`config.mk`:
```
export PLATFORM = sky130hd
export DESIGN_NAME = fetch_stage
export DESIGN_NICKNAME = d
export VERILOG_FILES = /design/src/rtl/fetch_stage_pkg.sv /design/src/rtl/fetch_predecode.sv /design/src/rtl/fetch_stage.sv
export SDC_FILE = /design/constraint.sdc
export NUM_CORES = 1
export LEC_CHECK = 0
export ABC_CLOCK_PERIOD_IN_PS = 3400
export CORE_MARGIN = 2
export CORE_UTILIZATION = 35
export CTS_CLUSTER_DIAMETER = 50
export DETAILED_ROUTE_END_ITERATION = 10
export MAX_ROUTING_LAYER = met4
export PLACE_DENSITY = 0.59
export SKIP_CTS_REPAIR_TIMING = 1
export SLEW_MARGIN = 0
export SYNTH_ARGS = -nofsm -noshare
export SYNTH_HDL_FRONTEND = slang
export SYNTH_SLANG_ARGS = --single-unit
```
`constraint.sdc`:
```
create_clock -name clk -period 3.4 [get_ports clk]
set_clock_uncertainty 0.15 [all_clocks]
set_input_delay 0.85 -clock clk [delete_from_list [all_inputs] [get_ports clk]]
set_output_delay 0.85 -clock clk [all_outputs]
set_load 0.05 [all_outputs]
```
`src/rtl/fetch_stage_pkg.sv`:
```
`default_nettype none
// ============================================================================
// Module      : fetch_stage_pkg
// Description : Shared constants and immediate helpers for the RV32I fetch
//               stage (opcodes, bubble encoding, reset PC).
// Revision    : 1.0 - initial release
// ============================================================================
package fetch_stage_pkg;

  localparam logic [6:0]  OPC_JAL          = 7'b1101111;
  localparam logic [6:0]  OPC_BRANCH       = 7'b1100011;
  localparam logic [31:0] NOP_INSTR_ENC    = 32'h0000_0013;  // addi x0,x0,0
  localparam logic [31:0] RESET_PC_DEFAULT = 32'h0000_0000;

  // Sign-extended J-type immediate (JAL offset).
  function automatic logic [31:0] sext_j_imm(input logic [31:0] instr);
    return {{12{instr[31]}}, instr[19:12], instr[20], instr[30:21], 1'b0};
  endfunction

  // Sign-extended B-type immediate (conditional branch offset).
  function automatic logic [31:0] sext_b_imm(input logic [31:0] instr);
    return {{20{instr[31]}}, instr[7], instr[30:25], instr[11:8], 1'b0};
  endfunction

endpackage
`default_nettype wire

```
`src/rtl/fetch_predecode.sv`:
```
`default_nettype none
// ============================================================================
// Module      : fetch_predecode
// Description : Combinational predecode of the fetched word. Resolves JAL and
//               applies static BTFN prediction to conditional branches.
// Revision    : 1.0 - initial release
// ============================================================================
module fetch_predecode
  import fetch_stage_pkg::*;
(
  input  logic [31:0] pc_i,
  input  logic [31:0] instr_i,
  output logic [31:0] target_o,
  output logic        taken_o
);

  logic [6:0] w_opcode;
  assign w_opcode = instr_i[6:0];

  // Pick the next fetch address: JAL always, backward branches (imm sign set)
  // predicted taken, everything else falls through. JALR is left to decode.
  always_comb begin
    target_o = pc_i + 32'd4;
    taken_o  = 1'b0;
    if (w_opcode == OPC_JAL) begin
      target_o = pc_i + sext_j_imm(instr_i);
      taken_o  = 1'b1;
    end else if (w_opcode == OPC_BRANCH && instr_i[31]) begin
      target_o = pc_i + sext_b_imm(instr_i);
      taken_o  = 1'b1;
    end
  end

endmodule
`default_nettype wire

```
`src/rtl/fetch_stage.sv`:
```
`default_nettype none
// ============================================================================
// Module      : fetch_stage
// Description : RV32I instruction-fetch stage. Owns the PC and the IF/ID
//               register, predicts statically (BTFN + JAL) and accepts stall
//               and redirect requests from decode.
//               Optional perf counters enabled with macro FETCH_PERF_CNT_EN.
// Revision    : 1.0 - initial release
// ============================================================================
module fetch_stage
  import fetch_stage_pkg::*;
#(
  parameter logic [31:0] RESET_PC  = RESET_PC_DEFAULT,
  parameter logic [31:0] NOP_INSTR = NOP_INSTR_ENC
) (
  input  logic        clk,
  input  logic        rstn,
  output logic [31:0] imem_addr,
  input  logic [31:0] imem_rdata,
  input  logic        stall_in,
  input  logic        redirect_valid,
  input  logic [31:0] redirect_pc,
  output logic [31:0] pc_dec,
  output logic [31:0] instruction_dec,
  output logic        valid_dec,
  output logic        pred_taken_dec,
  output logic [15:0] redirect_cnt,
  output logic [15:0] stall_cnt
);

  logic [31:0] pc_q;
  logic [31:0] pc_dec_q;
  logic [31:0] instr_dec_q;
  logic        valid_dec_q;
  logic        pred_taken_q;
  logic [31:0] w_target;
  logic        w_taken;

  fetch_predecode u_predecode (
    .pc_i     (pc_q),
    .instr_i  (imem_rdata),
    .target_o (w_target),
    .taken_o  (w_taken)
  );

  assign imem_addr       = pc_q;
  assign pc_dec          = pc_dec_q;
  assign instruction_dec = instr_dec_q;
  assign valid_dec       = valid_dec_q;
  assign pred_taken_dec  = pred_taken_q;

  // PC and IF/ID update: redirect flushes (and wins over stall), stall holds,
  // otherwise advance to the predicted target and capture the fetched word.
  always_ff @(posedge clk or negedge rstn) begin
    if (!rstn) begin
      pc_q         <= RESET_PC;
      pc_dec_q     <= 32'd0;
      instr_dec_q  <= NOP_INSTR;
      valid_dec_q  <= 1'b0;
      pred_taken_q <= 1'b0;
    end else if (redirect_valid) begin
      pc_q         <= redirect_pc;
      instr_dec_q  <= NOP_INSTR;
      valid_dec_q  <= 1'b0;
      pred_taken_q <= 1'b0;
    end else if (!stall_in) begin
      pc_q         <= w_target;
      pc_dec_q     <= pc_q;
      instr_dec_q  <= imem_rdata;
      valid_dec_q  <= 1'b1;
      pred_taken_q <= w_taken;
    end
  end

`ifdef FETCH_PERF_CNT_EN
  logic [15:0] redirect_cnt_q;
  logic [15:0] stall_cnt_q;

  // Saturating event counters; a stall coinciding with a redirect is not a stall.
  always_ff @(posedge clk or negedge rstn) begin
    if (!rstn) begin
      redirect_cnt_q <= 16'd0;
      stall_cnt_q    <= 16'd0;
    end else begin
      if (redirect_valid && redirect_cnt_q != 16'hFFFF)
        redirect_cnt_q <= redirect_cnt_q + 16'd1;
      if (stall_in && !redirect_valid && stall_cnt_q != 16'hFFFF)
        stall_cnt_q <= stall_cnt_q + 16'd1;
    end
  end

  assign redirect_cnt = redirect_cnt_q;
  assign stall_cnt    = stall_cnt_q;
`else
  assign redirect_cnt = 16'd0;
  assign stall_cnt    = 16'd0;
`endif

endmodule
`default_nettype wire

```
---- After elaboration in Yosys (flattened, before gate mapping) ----
Index checks and enable logic that the tools add are counted.
word-level totals
  bits of input ports ..................... 68
  register bits ........................... 98
operators by class
  reduce and logical (&&, ||, !) cells .... 2
  bitwise gates (word level) .............. 2
  equality and inequality tests ........... 3
  muxes and demuxes ....................... 12
  add/subtract/negate cells ............... 3
operators by type and width
  operator                                                                  number
  32-bit two-way mux                                                        6
  32-bit adder                                                              2
  32-bit by 3-bit adder with 32-bit output (second input constant)          1
  7-bit equality test (second input constant)                               2
  1-bit two-way mux                                                         6
  2-bit by 1-bit inequality test with 1-bit output (second input constant)  1
  1-bit NOT                                                                 2
  2-bit AND reduction                                                       1
  1-bit logical AND                                                         1

---- Logic depth before layout (Yosys ltp) ----
Gate-level depths: netlist of the first run.
  word-level depth ........................ 6
  mapped depth ............................ 13

---- Modules after synthesis ----
A second synthesis of the first run with hierarchy kept.
second synthesis, totals
  cells, all modules ...................... 900
  area, all modules ....................... 8237.9 um^2
modules (own cells, without submodules)
  module           times used  cells an instance  area an instance (um^2)  sequential area each (um^2)
  fetch_stage      1           350                4478.0                   2456.1
  fetch_predecode  1           550                3759.9                   0.0

---- Worst setup path after synthesis of the first run ----
OpenSTA, ideal clock, no wires.
  path type ............................... input-to-reg
  start ................................... in imem_rdata[21]
  end ..................................... reg pc_q[31], in the netlist imem_addr[31]
  library setup time ...................... 0.127 ns
  setup slack ............................. -0.102 ns
  arrival time ............................ 3.224 ns
  stages on the path ...................... 13
  cell sequence ........................... ha_1 > inv_1 > fa_1 > nor2b_1 > o21ai_0 > a211o_1 > and3_1 > o31a_1 > o21ai_2 > a21boi_1 > o41ai_2 > xnor2_1 > a21oi_1
between the ends
  cells in the longest elaborated chain, start to end .. 4
ends and longest elaborated chain
  what                  RTL line               RTL
  from (decl)           fetch_stage.sv:19      input logic [31:0] imem_rdata,
  32-bit adder          fetch_predecode.sv:26  target_o = pc_i + sext_j_imm(instr_i);
  32-bit two-way mux    fetch_predecode.sv:25  if (w_opcode == OPC_JAL) begin
  32-bit two-way mux    fetch_stage.sv:66      end else if (!stall_in) begin
  32-bit two-way mux    fetch_stage.sv:61      end else if (redirect_valid) begin
  to (signal assigned)  fetch_stage.sv:62      pc_q <= redirect_pc;
  to (signal assigned)  fetch_stage.sv:67      pc_q <= w_target;
  to (decl)             fetch_stage.sv:31      logic [31:0] pc_q;
Every way passes these cells. The select of a mux whose other input is x is not followed.
A chain may end at the register's enable or synchronous reset.

---- Final worst setup path of the first run ----
  start ................................... in imem_rdata[15]
  end ..................................... reg pc_q[28], in the netlist imem_addr[28]
The elaborated chain is that of the path after synthesis.

==> flow_summary.ini, run 1 <==
[pwr]
ir_worst_vdd_uv = 295.7
cellLeakagePower_nw = 5.400
powerDensity_mw_per_mm2 = 443.6

[setup_path]
r2r_setup_slack_ps = 80
critPathKind = in2reg
crit_path_end = imem_addr[28]$_DFFE_PN0N_
worstSetupStartpoint = imem_rdata[15]
reg2reg_depth = 13
crit_path_start_kind = input port
arrival_ps = 3480
r2r_end = imem_addr[21]$_DFFE_PN0N_
required_ps = 3500
r2r_start = imem_addr[1]$_DFFE_PN0P_
cp-end-kind = register
path_max_fanout = 2

[timing]
period_share_pct = 99.48
period_needed_ps = 3382
grt_setup_unrepaired = yes
holdWs_ps = 296.9
slew_viol_final = 0
hold_viol_final = 0
tightestPinTransition_ps = 965.5
finalSetupTns_ps = 0
relSlewSlack_pct = 35.63
setup_violations = 0
clock.fmax_mhz = 295.7

[clocking]
htreeDepth = 3
root_buffer = clkbuf_16
cts-buffers-inserted = 9
insertion_delay_ps = 360
max-clock-path-buffers = 2
cts.sinks = 98
clkTransAtPathRegs_ps = 70
cts_tree = yes

[cells_and_area]
final_cell_area_mm2 = 0.01181
layout.cells.most_common_list = 185 x buf_4, 167 x nand2_1, 147 x clkdlybuf4s50_1
syn_to_final_growth_pct = 48.02
layout-drive-gt1-share_pct = 21.72
layout_commonest_cell = buf_4
fin_nets = 1427
stdcell_count = 1602
antenna_cells = 0

[global_route]
grt_max_degree = 65
overflow = 0
gr-usage-met3_pct = 3.203
grt_util_met1_pct = 39.03
grt_pass1_vias = 8189
antenna_found_initial = 0
use_met2_pct = 36.30
grt_pass1_wl_mm = 46.74
grt-busiest-layer = met1
grt_usage_pct = 25.63

[placed_design]
dp_hpwl_mm = 23.34
portBuffers = 165
finalWeightedCongestion = 0.9510
dp_cells = 1578
placed_cell_area_mm2 = 0.01100

[logic_synthesis]
synth-main-ff-cell = dfrtp_1
synth_seq_cells = 98
synthAdderAreaFrac_pct = 7.400
synth_top_area_share_pct = 29.79
syn_avg_cell_area_um2 = 7.964
synthSimpleGateAreaFrac_pct = 20.63
synth_top_family_by_area = compound AO/OA/AOI/OAI gates
synth_xor_xnor_area_share_pct = 5.049
synth.largest_area_cell = dfrtp_1
netlist_area_mm2 = 0.007980
synthesis.instances = 1002
synth_cell_types = 80
synthTopCellsByArea = dfrtp_1 30%, nand2_1 7.9%, ha_1 6.9%, a21oi_1 5.3%, nor2_1 4.6%
muxShareOfSynthArea_pct = 4.421
synth_seq_area_share_pct = 30.78
synth_compound_area_share_pct = 24.00
ys_warn_count = 0
synthArstFlopShare_pct = 100.0
synth_edf_count = 0

[floorplan]
core_mm2 = 0.02250
initial_core_util_pct = 35.46
fp.dieH_um = 155
die_w_um = 155
die_area_mm2 = 0.02403
io_pins = 198
rows = 55

[run]
drv_cap = 0

[drt]
via_count = 8697
routedWlPerCell_um = 19.23
routed_wl_mm = 30.80
avgViaCountPerCell = 5.429
ant_nets = 0
route.detailed.drc = 0
dr.first_iter.drc_count = 788
first_pass_iters = 5

[status]
status = complete, no violations

[hold_path]
hp-class = in2async
critical path: stages:
cell and delay (ps):
clkdlybuf4s50_1 490, ha_1 250, a21o_1 180, a211oi_2 270, nor2_1 80, a21oi_1 220, nand3b_1 210, a31oi_2 230
xnor2_1 120, a221oi_2 240, nor3_1 80, a221o_1 270
metal layers:
metal	routed length, um	share of wire [%]
met5	0	0
met1	15190	49
met4	430	1.4
met3	2251	7.3
met2	12930	42
where the power goes:
group | internal, W | switching, W | total [W]
clock | 0.000514 | 0.000485 | 0.000998
sequential | 0.00129 | 0.000146 | 0.00144
combinational | 0.00118 | 0.00162 | 0.00280
total | 0.00299 | 0.00225 | 0.00524
metrics by stage:
| stage | setup WS, ps | power, W | util [%] |
|---|---|---|---|
| 6_report | 17.84 | 0.005240 | 52.49 |
| 5_1_grt | -86.54 | 0.005509 | 52.49 |
| 4_1_cts | -381.2 | 0.005064 | 50.09 |
| 3_5_place_dp | -763.7 | 0.004049 | 48.89 |
| 3_3_place_gp | -752.3 | 0.004036 | 48.89 |
| 2_1_floorplan | 13.69 | 0.002955 | - |
state kept, by name, indices dropped and copies added, names as in the netlist:
name	count
pc_dec	32
instruction_dec	32
valid_dec	1
imem_addr	32
pred_taken_dec	1
worst min path at each step:
| stage | startpoint | to | slack (ps) | cells past startpoint |
|---|---|---|---|---|
| 4_1_cts | rstn | instruction_dec[3]$_DFFE_PN0N_ | 310 | 1 |
| 5_1_grt | rstn | instruction_dec[3]$_DFFE_PN0N_ | 330 | 1 |
| 3_3_place_gp | pc_dec[17]$_DFFE_PN0P_ | pc_dec[17]$_DFFE_PN0P_ | 310 | 2 |
| 3_5_place_dp | pc_dec[10]$_DFFE_PN0P_ | pc_dec[10]$_DFFE_PN0P_ | 310 | 2 |
| 6_report | rstn | instruction_dec[3]$_DFFE_PN0N_ | 300 | 1 |
| 2_1_floorplan | rstn | imem_addr[0]$_DFFE_PN0P_ | 400 | 0 |
synth_stat cells (all sizes together), types with 3 or more instances:
cell	count
xor2	24
a41oi	4
clkbuf	48
inv	24
a211o	3
mux2i	33
a311oi	3
a221o	3
o21bai	8
nor2b	8
o21a	6
o21ai	70
dfrtp	95
and4	6
o31a	3
a211oi	20
or3	3
a31oi	5
a21oi	86
a221oi	9
o221ai	5
nand2	167
nor4	3
o31ai	3
buf	40
o311ai	3
o211ai	9
nor2	98
a22oi	5
nand4	13
nand3	25
ha	44
and2	5
and3	12
xnor2	22
o22ai	6
nor3	17
a21o	23
dfstp	3
nand3b	5
kinds of logic after synthesis:
group | count (synthesis)
AND/OR/NAND/NOR | 372
AO/OA/AOI/OAI | 292
buffers and inverters | 112
flip-flops | 98
adder cells (fa/ha/maj) | 46
XOR/XNOR | 46
multiplexers | 35
other | 1
layout make-up:
cell class,instances,area (um2)
sequential,98,2456
fill,2157,10690
clock buffer,11,242.7
clock inverter,4,28.78
tap,285,356.6
timing repair buffer,357,3184
multi-input combinational,823,5451
inverter,24,92.59
(Power assumes the default switching activity.)
==> inputs of run 2 (changes only) <==
Settings changed: SETUP_SLACK_MARGIN set to 0.4.
==> run 2 against run 1 <==
- via count fell by 0.37%
- global-route usage fell by 0.54 points
- non-clock buffer count fell by 1
- combinational power rose by 4%
- critical path type unchanged
- critical endpoint unchanged
- largest power group unchanged
==> flow_summary.ini, run 2 (synthesis results as in run 1) <==
[timing]
relSlewSlack_pct = 53.42
period_share_pct = 96.19
period_needed_ps = 3271
slew_viol_final = 0
tightestPinTransition_ps = 696.2
finalWorstSetupSlack_ps = 129.4
setup_violations = 0
hold_viol_final = 0
grt_setup_unrepaired = yes
clock.fmax_mhz = 305.8

[global_route]
grt_pass1_wl_mm = 45.68
grt_pass1_vias = 8142
grt_usage_pct = 25.10
overflow = 0
grt_max_degree = 62
antenna_found_initial = 0

[cells_and_area]
stdcell_count = 1602
multi_input_area_mm2 = 0.005822
syn_to_final_growth_pct = 52.99
nFillCells = 2103
seq_area_mm2 = 0.002460
layout.cells.most_common_list = 181 x buf_4, 165 x nand2_1, 143 x clkdlybuf4s50_1
layout_commonest_cell = buf_4
antenna_cells = 0
final_cell_area_mm2 = 0.01221
fin_util_pct = 54.26
fin_nets = 1426
layout-drive-gt1-share_pct = 26.50

[drt]
avgViaCountPerCell = 5.409
dr.first_iter.drc_count = 670
route.detailed.drc = 0
via_count = 8665
routedWlPerCell_um = 19.00
first_pass_iters = 6
ant_nets = 0
routed_wl_mm = 30.43

[placed_design]
placed_cell_area_mm2 = 0.01105
portBuffers = 165
place_ws_ps = -659.0
finalWeightedCongestion = 1.030
dp_cells = 1565
dp_hpwl_mm = 22.75

[setup_path]
r2r_setup_slack_ps = 150
cp-end-kind = register
required_ps = 3500
slowest_delay_ps = 420
slowest_stage = a221o_2
reg2reg_depth = 12
r2r_end = imem_addr[28]$_DFFE_PN0N_
critPathKind = in2reg
r2r_start = imem_addr[2]$_DFFE_PN0N_
path_buf_inv = 2
cp_cell_sequence = dlymetal6s2s_1 > ha_4 > a211oi_4 > o21bai_4 > o311ai_4 > o21ai_2 > o41a_1 > a221o_2 > buf_4 > a21oi_2 > xnor2_1 > a221o_1
arrival_ps = 3370
critPathTopFamily = compound AO/OA/AOI/OAI gates
crit_path_start_kind = input port
path_max_fanout = 4

[clocking]
cts_tree = yes
insertion_delay_ps = 360
clkTransAtPathRegs_ps = 80
max-clock-path-buffers = 2
root_buffer = clkbuf_16
cts-buffers-inserted = 9
htreeDepth = 3
cts.sinks = 98

[floorplan]
initial_core_util_pct = 35.46
io_pins = 198
die_w_um = 155
die_area_mm2 = 0.02403
fp.dieH_um = 155
core_mm2 = 0.02250
rows = 55

[run]
drv_cap = 0

[status]
status = complete, no violations

[pwr]
cellLeakagePower_nw = 5.482
ir_worst_vdd_uv = 205.1
powerDensity_mw_per_mm2 = 447.6

[hold_path]
hp-class = in2async
run 2: where the power goes:
group / total, W / switching, W / internal (W)
combinational: 0.00290 / 0.00167 / 0.00123
clock: 0.00111 / 0.000495 / 0.000616
sequential: 0.00145 / 0.000157 / 0.00129
run 2: through the flow:
step	total power, W	setup TNS [ps]	hold WS [ps]
finish	0.005465	0	299.4
global route	0.005743	-0.7609	335.0
CTS	0.005174	-2699	329.2
detailed placement	0.004052	-10850	312.8
global placement	0.004033	-9949	305.8
floorplan	0.002999	0	404.4
run 2: worst register-to-register path, cell delays in order, from the launching register on:
cell and delay [ps]:
dfrtp_2 440, buf_6 150, ha_4 250, a211oi_4 280, o21bai_4 110, o311ai_4 260, o21ai_2 90, o41a_1 360
a221o_2 420, buf_4 150, a21oi_2 130, xnor2_1 90, a221o_1 290
run 2: final cells by class:
type                       count  share of cell area (%)
clock buffer                  13                   2.132
multi-input combinational    823                   47.68
sequential                    98                   20.15
timing repair buffer         356                   25.96
tap                          285                   2.921
clock inverter                 3                  0.3894
inverter                      24                  0.7686
run 2: worst max path at each step:
stage	depth (start not counted)	endpoint	from	slack, ps
after floorplan	10	imem_addr[28]$_DFFE_PN0N_	imem_rdata[9]	80
after global placement	12	imem_addr[24]$_DFFE_PN0N_	imem_rdata[9]	-640
after detailed placement	11	imem_addr[28]$_DFFE_PN0N_	imem_rdata[9]	-660
after CTS	11	imem_addr[28]$_DFFE_PN0N_	imem_rdata[9]	-290
after global routing	14	imem_addr[31]$_DFFE_PN0N_	imem_rdata[21]	-0.8
final	12	imem_addr[28]$_DFFE_PN0N_	imem_rdata[10]	130
run 2: layer usage:
| layer | share of wire, % | GRT usage (%) | vias to the layer above |
|---|---|---|---|
| met2 | 42 | 35.32 | 370 |
| met3 | 7.9 | 5.404 | 38 |
| li1 | - | - | 4147 |
| met4 | 1.7 | 6.173 | 0 |
| met5 | 0 | - | - |
| met1 | 48 | 36.48 | 4110 |
